File: src/rtl/wb_commit_unit.sv
// Writeback / commit stage. Holds the WB pipeline register, commits register-file
// and CSR writes, stalls loads until their data returns, and turns the highest
// priority exception source into an ecode / BADV report plus a one-cycle flush.
//
// state   | meaning
// --------+----------------------------------------------------------
// S_RUN   | no load waiting on data_rvalid
// S_WAIT_LD | a load without exception sits in WB awaiting its data
module wb_commit_unit #(
    parameter int                      NUM_EX     = 6,
    parameter logic [6*NUM_EX-1:0]     ECODE_LIST = {6'h0d, 6'h0c, 6'h0b, 6'h09, 6'h08, 6'h00},
    parameter logic [NUM_EX-1:0]       BADV_MASK  = 6'b000110,
    parameter bit                      LOAD_WAIT  = 1'b1
) (
    input  logic              clk,
    input  logic              reset,
    input  logic              ms_to_ws_valid,
    input  logic [31:0]       ms_pc,
    input  logic [31:0]       ms_badv,
    input  logic [3:0]        ms_rf_we,
    input  logic [4:0]        ms_rf_waddr,
    input  logic [31:0]       ms_rf_wdata,
    input  logic              ms_is_load,
    input  logic              ms_csr_we,
    input  logic [13:0]       ms_csr_num,
    input  logic [31:0]       ms_csr_wdata,
    input  logic [31:0]       ms_csr_wmask,
    input  logic [NUM_EX-1:0] ms_ex_vec,
    input  logic              ms_ertn,
    input  logic              has_int,
    input  logic              data_rvalid,
    input  logic [31:0]       data_rdata,
    output logic              ws_allow_in,
    output logic              ws_valid,
    output logic [3:0]        wb_rf_we,
    output logic [4:0]        wb_rf_waddr,
    output logic [31:0]       wb_rf_wdata,
    output logic              wb_csr_we,
    output logic [13:0]       wb_csr_num,
    output logic [31:0]       wb_csr_wdata,
    output logic [31:0]       wb_csr_wmask,
    output logic              wb_ex,
    output logic [5:0]        wb_ecode,
    output logic [8:0]        wb_esubcode,
    output logic [31:0]       wb_pc,
    output logic [31:0]       wb_badv,
    output logic              wb_badv_we,
    output logic              wb_ertn,
    output logic              wb_flush
);

    typedef enum logic {S_RUN, S_WAIT_LD} state_t;

    state_t             state, state_nxt;

    logic [31:0]        pc_reg, badv_reg, rf_wdata_reg;
    logic [31:0]        csr_wdata_reg, csr_wmask_reg;
    logic [3:0]         rf_we_reg;
    logic [4:0]         rf_waddr_reg;
    logic [13:0]        csr_num_reg;
    logic [NUM_EX-1:0]  ex_vec_reg;
    logic               is_load_reg, csr_we_reg, ertn_reg;

    logic               ld_buf_v;
    logic [31:0]        ld_buf;

    logic [NUM_EX-1:0]  ex_eff;
    logic               any_ex;
    logic [5:0]         ecode_sel;
    logic               badv_sel;
    logic               rvalid_live;
    logic               ready_go;
    logic               commit;
    logic               accept;
    logic               load_accept;

    // Interrupt joins source 0 only at the moment of commit; nothing remembers it.
    assign ex_eff      = ex_vec_reg | {{(NUM_EX-1){1'b0}}, has_int};
    assign any_ex      = |ex_eff;

    // Load data is only meaningful while a load is actually waiting for it.
    assign rvalid_live = LOAD_WAIT && (state == S_WAIT_LD) && data_rvalid;

    assign ready_go    = any_ex || !is_load_reg || !LOAD_WAIT || rvalid_live || ld_buf_v;
    assign commit      = ws_valid && ready_go;
    assign ws_allow_in = !ws_valid || ready_go;

    assign accept      = ms_to_ws_valid && ws_allow_in && !wb_flush;
    assign load_accept = accept && LOAD_WAIT && ms_is_load && (ms_ex_vec == '0);

    // Fixed priority: walk from the top so the lowest set index ends up selected.
    always_comb begin
        ecode_sel = 6'h00;
        badv_sel  = 1'b0;
        for (int i = NUM_EX - 1; i >= 0; i--) begin
            if (ex_eff[i]) begin
                ecode_sel = ECODE_LIST[6*i +: 6];
                badv_sel  = BADV_MASK[i];
            end
        end
    end

    // WB pipeline register; every field resets so idle outputs read as zero.
    always_ff @(posedge clk) begin
        if (reset) begin
            pc_reg        <= '0;
            badv_reg      <= '0;
            rf_we_reg     <= '0;
            rf_waddr_reg  <= '0;
            rf_wdata_reg  <= '0;
            is_load_reg   <= 1'b0;
            csr_we_reg    <= 1'b0;
            csr_num_reg   <= '0;
            csr_wdata_reg <= '0;
            csr_wmask_reg <= '0;
            ex_vec_reg    <= '0;
            ertn_reg      <= 1'b0;
        end else if (accept) begin
            pc_reg        <= ms_pc;
            badv_reg      <= ms_badv;
            rf_we_reg     <= ms_rf_we;
            rf_waddr_reg  <= ms_rf_waddr;
            rf_wdata_reg  <= ms_rf_wdata;
            is_load_reg   <= ms_is_load;
            csr_we_reg    <= ms_csr_we;
            csr_num_reg   <= ms_csr_num;
            csr_wdata_reg <= ms_csr_wdata;
            csr_wmask_reg <= ms_csr_wmask;
            ex_vec_reg    <= ms_ex_vec;
            ertn_reg      <= ms_ertn;
        end
    end

    // Valid bit: a flush kills the WB slot and drops whatever MEM offers alongside.
    always_ff @(posedge clk) begin
        if (reset) begin
            ws_valid <= 1'b0;
        end else if (wb_flush) begin
            ws_valid <= 1'b0;
        end else if (ws_allow_in) begin
            ws_valid <= ms_to_ws_valid;
        end
    end

    // Load buffer holds data that arrived without committing; commit always empties it.
    always_ff @(posedge clk) begin
        if (reset) begin
            ld_buf_v <= 1'b0;
            ld_buf   <= '0;
        end else if (commit) begin
            ld_buf_v <= 1'b0;
        end else if (rvalid_live) begin
            ld_buf_v <= 1'b1;
            ld_buf   <= data_rdata;
        end
    end

    // FSM state register.
    always_ff @(posedge clk) begin
        if (reset) begin
            state <= S_RUN;
        end else begin
            state <= state_nxt;
        end
    end

    // FSM next state; a new waiting load captured in the same cycle keeps us in WAIT_LD.
    always_comb begin
        state_nxt = state;
        case (state)
            S_RUN: begin
                if (load_accept) begin
                    state_nxt = S_WAIT_LD;
                end
            end
            S_WAIT_LD: begin
                if (load_accept) begin
                    state_nxt = S_WAIT_LD;
                end else if (data_rvalid || commit) begin
                    state_nxt = S_RUN;
                end
            end
            default: state_nxt = S_RUN;
        endcase
    end

    // Commit outputs: writes only on clean commits, pulses only on committing cycles.
    always_comb begin
        wb_rf_we     = (commit && !any_ex) ? rf_we_reg : 4'h0;
        wb_rf_waddr  = rf_waddr_reg;
        wb_rf_wdata  = rf_wdata_reg;
        if (LOAD_WAIT && is_load_reg) begin
            if (ld_buf_v) begin
                wb_rf_wdata = ld_buf;
            end else if (rvalid_live) begin
                wb_rf_wdata = data_rdata;
            end
        end
        wb_csr_we    = commit && !any_ex && csr_we_reg;
        wb_csr_num   = csr_num_reg;
        wb_csr_wdata = csr_wdata_reg;
        wb_csr_wmask = csr_wmask_reg;
        wb_ex        = commit && any_ex;
        wb_ecode     = any_ex ? ecode_sel : 6'h00;
        wb_esubcode  = 9'h000;
        wb_pc        = pc_reg;
        wb_badv      = badv_reg;
        wb_badv_we   = commit && any_ex && badv_sel;
        wb_ertn      = commit && !any_ex && ertn_reg;
        wb_flush     = commit && (any_ex || ertn_reg);
    end

endmodule

File: config.mk
export PLATFORM = sky130hd
export DESIGN_NAME = wb_commit_unit
export DESIGN_NICKNAME = d
export VERILOG_FILES = /design/src/rtl/wb_commit_unit.sv
export SDC_FILE = /design/constraint.sdc
export NUM_CORES = 1
export LEC_CHECK = 0
export ABC_AREA = 1
export CAP_MARGIN = 20
export CORE_AREA = 4 4 168 170
export DETAILED_ROUTE_END_ITERATION = 6
export DIE_AREA = 0 0 172 174
export GPL_TIMING_DRIVEN = 1
export PLACE_DENSITY = 0.68
export SETUP_SLACK_MARGIN = 0.05
export SLEW_MARGIN = 0
export SYNTH_ARGS = -nofsm -noshare
export SYNTH_HDL_FRONTEND = slang
export SYNTH_SLANG_ARGS = --single-unit
File: constraint.sdc
create_clock -name clk -period 7.2 [get_ports clk]
set_clock_uncertainty 0.05 [all_clocks]
set_input_delay 2.16 -clock clk [delete_from_list [all_inputs] [get_ports clk]]
set_output_delay 2.16 -clock clk [all_outputs]
set_load 0.05 [all_outputs]
Word level (Yosys, flattened, before mapping)
Index checks and enable logic that the tools add are counted.
{"block": "word_totals", "reg_bits": 227, "input_bits": 229, "out_inout_bits": 205, "elab_cells": 64}
{"block": "classes", "muxes": 18, "n_bitwise": 3, "reduce_logical": 27}
{"cell": "$mux W32", "count": 3}
{"cell": "$mux W6", "count": 4}
{"cell": "$mux W4", "count": 4}
{"cell": "$logic_and A1 B1 Y1", "count": 12}
{"cell": "$logic_not A6 Y1", "count": 1}
{"cell": "$logic_or A1 B1 Y1", "count": 6}
{"cell": "$mux W1", "count": 6}
{"cell": "$or A6 B1 Y6", "count": 1}
{"cell": "$reduce_or A6 Y1", "count": 1}
{"cell": "$logic_not A1 Y1", "count": 4}
{"cell": "$reduce_or A2 Y1", "count": 2}
{"cell": "$not A1 Y1", "count": 2}
{"cell": "$pmux W1 S2", "count": 1}
{"cell": "$reduce_and A2 Y1", "count": 1}

Depth between registers and ports, before layout
Gate-level depths: netlist of the first run.
{"block": "depth", "depth_word": 13, "depth_mapped": 11, "depth_no_buf": 9}

Worst setup path before layout of the first run
OpenSTA, ideal clock, no wires.
{"block": "synth_path", "path_kind": "input port to output port", "from": "input data_rvalid", "to": "output wb_rf_wdata[0]", "arrival_time_ns": 3.741, "required_ns": 4.990, "setup_slack_ns": 1.249, "path_stages": 4, "path_buffers": 1, "path_cell_list": "nand2_1 > a21oi_1 > clkbuf_1 > o21ai_0"}
{"block": "synth_between", "elab_chain_len": 4}
{"item": "start: declaration", "line": "31", "text": "input logic data_rvalid,"}
{"item": "$logic_and A1 B1 Y1", "line": "82", "text": "assign rvalid_live = LOAD_WAIT && (state == S_WAIT_LD) && data_rvalid;"}
{"item": "$mux W32", "line": "195", "text": "end else if (rvalid_live) begin"}
{"item": "$mux W32", "line": "193", "text": "if (ld_buf_v) begin"}
{"item": "$mux W32", "line": "192", "text": "if (LOAD_WAIT && is_load_reg) begin"}
{"item": "end: declaration", "line": "37", "text": "output logic [31:0] wb_rf_wdata,"}
No other way between the ends.

Worst setup path after layout of the first run
{"block": "layout_path", "from": "input data_rvalid", "to": "output wb_rf_we[0]"}
{"block": "layout_between", "elab_chain_len": 6}
{"item": "$logic_and A1 B1 Y1", "line": "82"}
{"item": "$logic_or A1 B1 Y1 (2 in series)", "line": "84", "text": "assign ready_go = any_ex || !is_load_reg || !LOAD_WAIT || rvalid_live || ld_buf_v;"}
{"item": "$logic_and A1 B1 Y1", "line": "85", "text": "assign commit = ws_valid && ready_go;"}
{"item": "$logic_and A1 B1 Y1", "line": "189", "text": "wb_rf_we = (commit && !any_ex) ? rf_we_reg : 4'h0;"}
{"item": "$mux W4", "line": "189"}
{"item": "end: declaration", "line": "35", "text": "output logic [3:0] wb_rf_we,"}
No other way between the ends.

==> impl_metrics.ini, run 1 <==
[synth]
synth_top_area_share_pct = 49.6
synth_top_area_cell = dfxtp_1
ys.flop_type = dfxtp_1
yosys_warnings = 0
synth_most_common_cell = nand2_1
synth_edf_count = 0
ys_top_cells_by_area = dfxtp_1 (50%), a21oi_1 (12%), nand3_1 (11%)
synth_area_per_cell_um2 = 7.59
syn_inst = 1207
synthArstFlopShare_pct = 0
yosys-top-cells-count = nand2_1 (233), dfxtp_1 (227), a21oi_1 (225)
ys_seq_area_share_pct = 49.6
synth_seq_cells = 227
synth_cell_types = 25
syn_area_um2 = 9160

[grt]
grt.overflow.total = 0
grt-busiest-layer = met2
grt_pass1_vias = 8968
grt_util_met1_pct = 26.0
grt_pass1_wl_um = 50600
grtUsageMet3_pct = 6.57
grt_util_met2_pct = 34.0
grt_max_degree = 195
antenna_found_initial = 3
grt_usage_pct = 20.9

[worst_setup_path]
cp-startpoint = data_rvalid
path_class = input port to primary output
crit-reg2reg-launch = ex_vec_reg[0]$_SDFFE_PP0P_
start_kind = input port
crit_end = wb_rf_we[0]
end_kind = primary output
rr_endpoint = rf_wdata_reg[30]$_SDFFE_PP0P_
crit_fanout = 6
reg2reg_slack_ns = 3.74
worstPathArrival_ns = 4.41
rr_worst_depth = 10
critPathRequiredTime_ns = 4.99

[clock_network]
clkSlewWorstSetupHoldPaths_ns = 0.06
clk-insertion-delay-late_ns = 0.52
cts_inserted_buffers = 26
postCtsSetupBuffers = 0
cts_root_buf = clkbuf_16
h-tree-depth = 1
clock_path_buffers = 3
cts.sinks = 227
hold_buffers = 0
cts_resized = 0
cts_tree = built

[detailed_routing]
dr.pass1.iters = 5
drt-wirelength-per-cell_um = 17.7
vias_per_cell = 4.99
ant_nets = 0
drt_wl_total_um = 33900
drc = 0
drtIter0Drc = 775
vias = 9577

[die]
die_h_um = 174
start_util_pct = 34.3
design.portCount = 434
die_width_um = 172
core_um2 = 26700
die_area_um2 = 29900
num_rows = 60

[timing]
drv_slew = 0
timing.final.crit_share_pct = 92.0
fin_tns_setup_ns = 0
rsz0062_at_grt = no
hold_viol_final = 0
finalSetupViolCount = 0
fmax_ghz = 0.151
worstMarginPinSlew_ns = 1.03
slew_headroom_pct = 31.5
finalCriticalPeriod_ns = 6.62

[layout]
nNetsFinal = 1786
fin_util_pct = 53.5
multi_input_area_um2 = 3780
drive_gt1_share_pct = 4.06
seqCellArea_um2 = 4550
stdcell_count = 1919
final_cell_area_um2 = 14300
nFillCells = 2543
area_growth_pct = 56.1

[power_and_ir_drop]
fin_total_pwr_mw = 3.51
peakVddDrop_uv = 190
p_leak_nw = 5.14
power_density_nw_per_um2 = 245

[placed_design]
dpl.hpwl_um = 23400
dpl_cell_area_um2 = 13400
dp_cells = 1870
place_congestion = 0.900
io_buffers = 422

[worst_hold_path]
hp-class = register to register

[run_status]
outcome = complete, no violations

[run]
cap_violations = 0
-- where the power goes --
group	leakage [nW]	switching, mW	internal, mW
combinational	2.83	0.467	0.283
clock	0.448	0.520	0.878
sequential	1.86	0.0363	1.33
-- logic make-up after synthesis --
kind of cell    after synthesis  synth area share [%]
buf+inv                     201                  9.95
compound gates              324                  18.6
flops                       227                  49.6
simple gates                454                  21.8
other cells                   1                0.0409
-- metal layers --
metal  share of wire (%)  vias to the layer above
met2                  47                      416
li1                    -                     4714
met4                 3.6                        2
met5               0.024                        -
met1                  40                     4383
met3                 9.6                       62
-- area by class of cell --
class | instances | share of cell area (%)
well taps | 341 | 2.98
diodes | 2 | 0.0350
clock buffers | 38 | 5.36
inverters | 83 | 2.21
flip-flops and latches | 227 | 31.8
clock inverters | 9 | 1.03
repair buffers | 430 | 30.2
multi-input cells | 789 | 26.4
-- worst min path at each step --
stage	startpoint	end	depth (start not counted)	slack, ns
global route	wb_csr_wmask[15]$_SDFFE_PP0P_	wb_csr_wmask[15]$_SDFFE_PP0P_	2	0.42
CTS	ld_buf[8]$_SDFFE_PP0P_	ld_buf[8]$_SDFFE_PP0P_	2	0.40
finish	ld_buf[24]$_SDFFE_PP0P_	ld_buf[24]$_SDFFE_PP0P_	2	0.40
floorplan	ld_buf[0]$_SDFFE_PP0P_	ld_buf[0]$_SDFFE_PP0P_	2	0.38
global placement	ld_buf[27]$_SDFFE_PP0P_	ld_buf[27]$_SDFFE_PP0P_	2	0.39
detailed placement	ld_buf[8]$_SDFFE_PP0P_	ld_buf[8]$_SDFFE_PP0P_	2	0.40
-- metrics by stage --
stage          worst slack [ns]  hold WS, ns
5_1_grt                   0.415        0.423
6_report                  0.576        0.404
3_5_place_dp              0.514        0.395
3_3_place_gp              0.561        0.390
4_1_cts                   0.513        0.404
2_1_floorplan              1.25        0.379
-- critical path: stages --
cell             delay (ns)
clkdlybuf4s50_1        0.49
nand2_1                0.12
nand2_1                0.10
nor2_1                 0.06
nand2_1                0.14
nand3_1                0.32
nor2_1                 0.19
clkdlybuf4s50_1        0.83
-- cell usage in the layout (no fill, tap or decap), drive strengths merged --
master / n
a211oi: 1
a21oi: 225
a31oi: 1
and3: 2
buf: 12
bufinv: 4
clkbuf: 38
clkdlybuf4s50: 418
clkinv: 4
clkinvlp: 1
conb: 11
dfxtp: 227
diode: 2
inv: 83
nand2: 235
nand3: 196
nand4: 2
nor2: 15
nor3: 4
o211ai: 32
o21ai: 65
No activity file was read; power rests on OpenSTA's default activity.
==> run 2, diff against run 1 <==
SLEW_MARGIN = unset   (was 0)
==> results of run 2 <==
Final layout, timing and power as in run 1 (identical DEF).
==> run 3, diff against run 2 <==
PLACE_DENSITY = 0.81   (was 0.68)
SLEW_MARGIN = 25   (was unset)
==> run 3 against run 2 <==
Effect of this change: non-clock buffer count decreased by 2; largest power group is now sequential cells; highest routed layer is now met4; clock power shrank 9%; hold slack improved by 0.0013 ns.
==> impl_metrics.ini, run 3 (same netlist as run 1, synthesis figures left out) <==
[placed_design]
io_buffers = 422
place_congestion = 0.873
pre_cts_slack_ns = 0.646
dpl.hpwl_um = 22300

[worst_setup_path]
crit_buf_inv = 3
worstPathArrival_ns = 4.36
worst-path-stages = 10
start_kind = input port
crit_path_cell_trace = clkdlybuf4s50_1 > nand2_1 > nand2_1 > nor2_1 > nand2_1 > nand2_1 > nor2_1 > nand3_1 > inv_1 > clkdlybuf4s50_1
critPathRequiredTime_ns = 4.99
critPathMostFrequentCell = nand2_1
slowest_stage = clkdlybuf4s50_1
crit_fanout = 4
path_class = input port to primary output
end_kind = primary output
rr_worst_depth = 9
max_stage_delay_ns = 0.79
cpLargestDelayFamily = buffers and inverters

[clock_network]
cts_resized = 0
postCtsSetupBuffers = 0
cts_tree = built
cts.sinks = 227
clk-insertion-delay-late_ns = 0.51
clkSlewWorstSetupHoldPaths_ns = 0.06
hold_buffers = 0
cts_inserted_buffers = 24
h-tree-depth = 1
clock_path_buffers = 3
cts_root_buf = clkbuf_16

[die]
start_util_pct = 34.3
die_width_um = 172
die_h_um = 174
die_area_um2 = 29900
core_um2 = 26700
design.portCount = 434
num_rows = 60

[timing]
timing.final.crit_share_pct = 91.3
worstMarginPinSlew_ns = 1.04
setup_slack_ns = 0.626
fmax_ghz = 0.152
finalCriticalPeriod_ns = 6.57
rsz0062_at_grt = no
finalSetupViolCount = 0
fin_tns_setup_ns = 0
hold_viol_final = 0
slew_headroom_pct = 30.9
drv_slew = 0

[detailed_routing]
drt-wirelength-per-cell_um = 17.0
vias = 9716
wl_met2_um = 15000
drt_wl_total_um = 32400
drc = 0
vias_per_cell = 5.08
dr.pass1.iters = 6
routed.top_layer = met4
ant_nets = 0
route.met3.wl_um = 2920
drtIter0Drc = 671
drt-met1-wl_um = 12900

[layout]
nFillCells = 2394
drive_gt1_share_pct = 3.63
mostFrequentLayoutCell = clkdlybuf4s50_1
nNetsFinal = 1782
multi_input_area_um2 = 3780
seqCellArea_um2 = 4550
final_cell_mix = clkdlybuf4s50_1 (420), nand2_1 (232), dfxtp_1 (226)
area_growth_pct = 55.1

[grt]
grt_max_degree = 112
grt_pass1_wl_um = 49700
grt.overflow.total = 0
grt_pass1_vias = 9352
antenna_found_initial = 1
grt_usage_pct = 20.1

[worst_hold_path]
hp-class = register to register
hold-path-cell-count = 2

[power_and_ir_drop]
p_leak_nw = 5.09
peakVddDrop_uv = 214
power_density_nw_per_um2 = 238

[run]
cap_violations = 0

[run_status]
outcome = complete, no violations
-- run 3: cell type report --
type,instances,share of cell area [%]
Antenna cell,2,0.0352
Sequential cell,227,32.0
Timing Repair Buffer,428,30.4
Multi-Input combinational cell,789,26.6
Clock inverter,7,0.643
Inverter,83,2.23
Clock buffer,37,5.14
Tap cell,341,3.00
-- run 3: stage by stage --
stage          instance area [µm²]  power (mW)  instances  hold WS (ns)  utilization (%)
3_3_place_gp                 13400        2.12       1867         0.390             50.0
2_1_floorplan                 9200        1.83       1217         0.379                -
3_5_place_dp                 13400        2.14       1868         0.395             50.1
5_1_grt                      14200        3.51       1913         0.421             53.2
6_report                     14200        3.38       1914         0.405             53.2
4_1_cts                      14200        3.42       1912         0.405             53.1
-- run 3: layer usage --
| layer | vias up | GRT usage [%] |
|---|---|---|
| li1 | 4707 | - |
| met1 | 4469 | 23.8 |
| met2 | 446 | 32.9 |
| met3 | 94 | 6.39 |
| met4 | 0 | 9.37 |
| met5 | - | 0 |
-- run 3: power by group --
part | leakage [nW] | switching (mW) | internal (mW)
Sequential | 1.86 | 0.0367 | 1.33
Combinational | 2.82 | 0.465 | 0.283
Clock | 0.403 | 0.503 | 0.769
-- run 3: final timing paths --
kind                                             start                        to  slack [ns]
worst max register to register   ld_buf_v$_SDFFE_PP0N_  wb_badv[28]$_SDFFE_PP0P_        3.50
worst min register to register  ld_buf[7]$_SDFFE_PP0P_    ld_buf[7]$_SDFFE_PP0P_        0.41
worst max-delay path                       data_rvalid                wb_badv_we        0.63
worst min-delay path            ld_buf[7]$_SDFFE_PP0P_    ld_buf[7]$_SDFFE_PP0P_        0.41
-- run 3: worst reg2reg max path, stage by stage, from the launching register on --
cell,delay (ns)
dfxtp_4,0.52
inv_1,0.21
nand2_1,0.09
nor2_1,0.17
nand2_1,0.16
nand3_4,0.37
buf_4,0.77
buf_4,0.79
nand3_1,0.31
a21oi_1,0.20
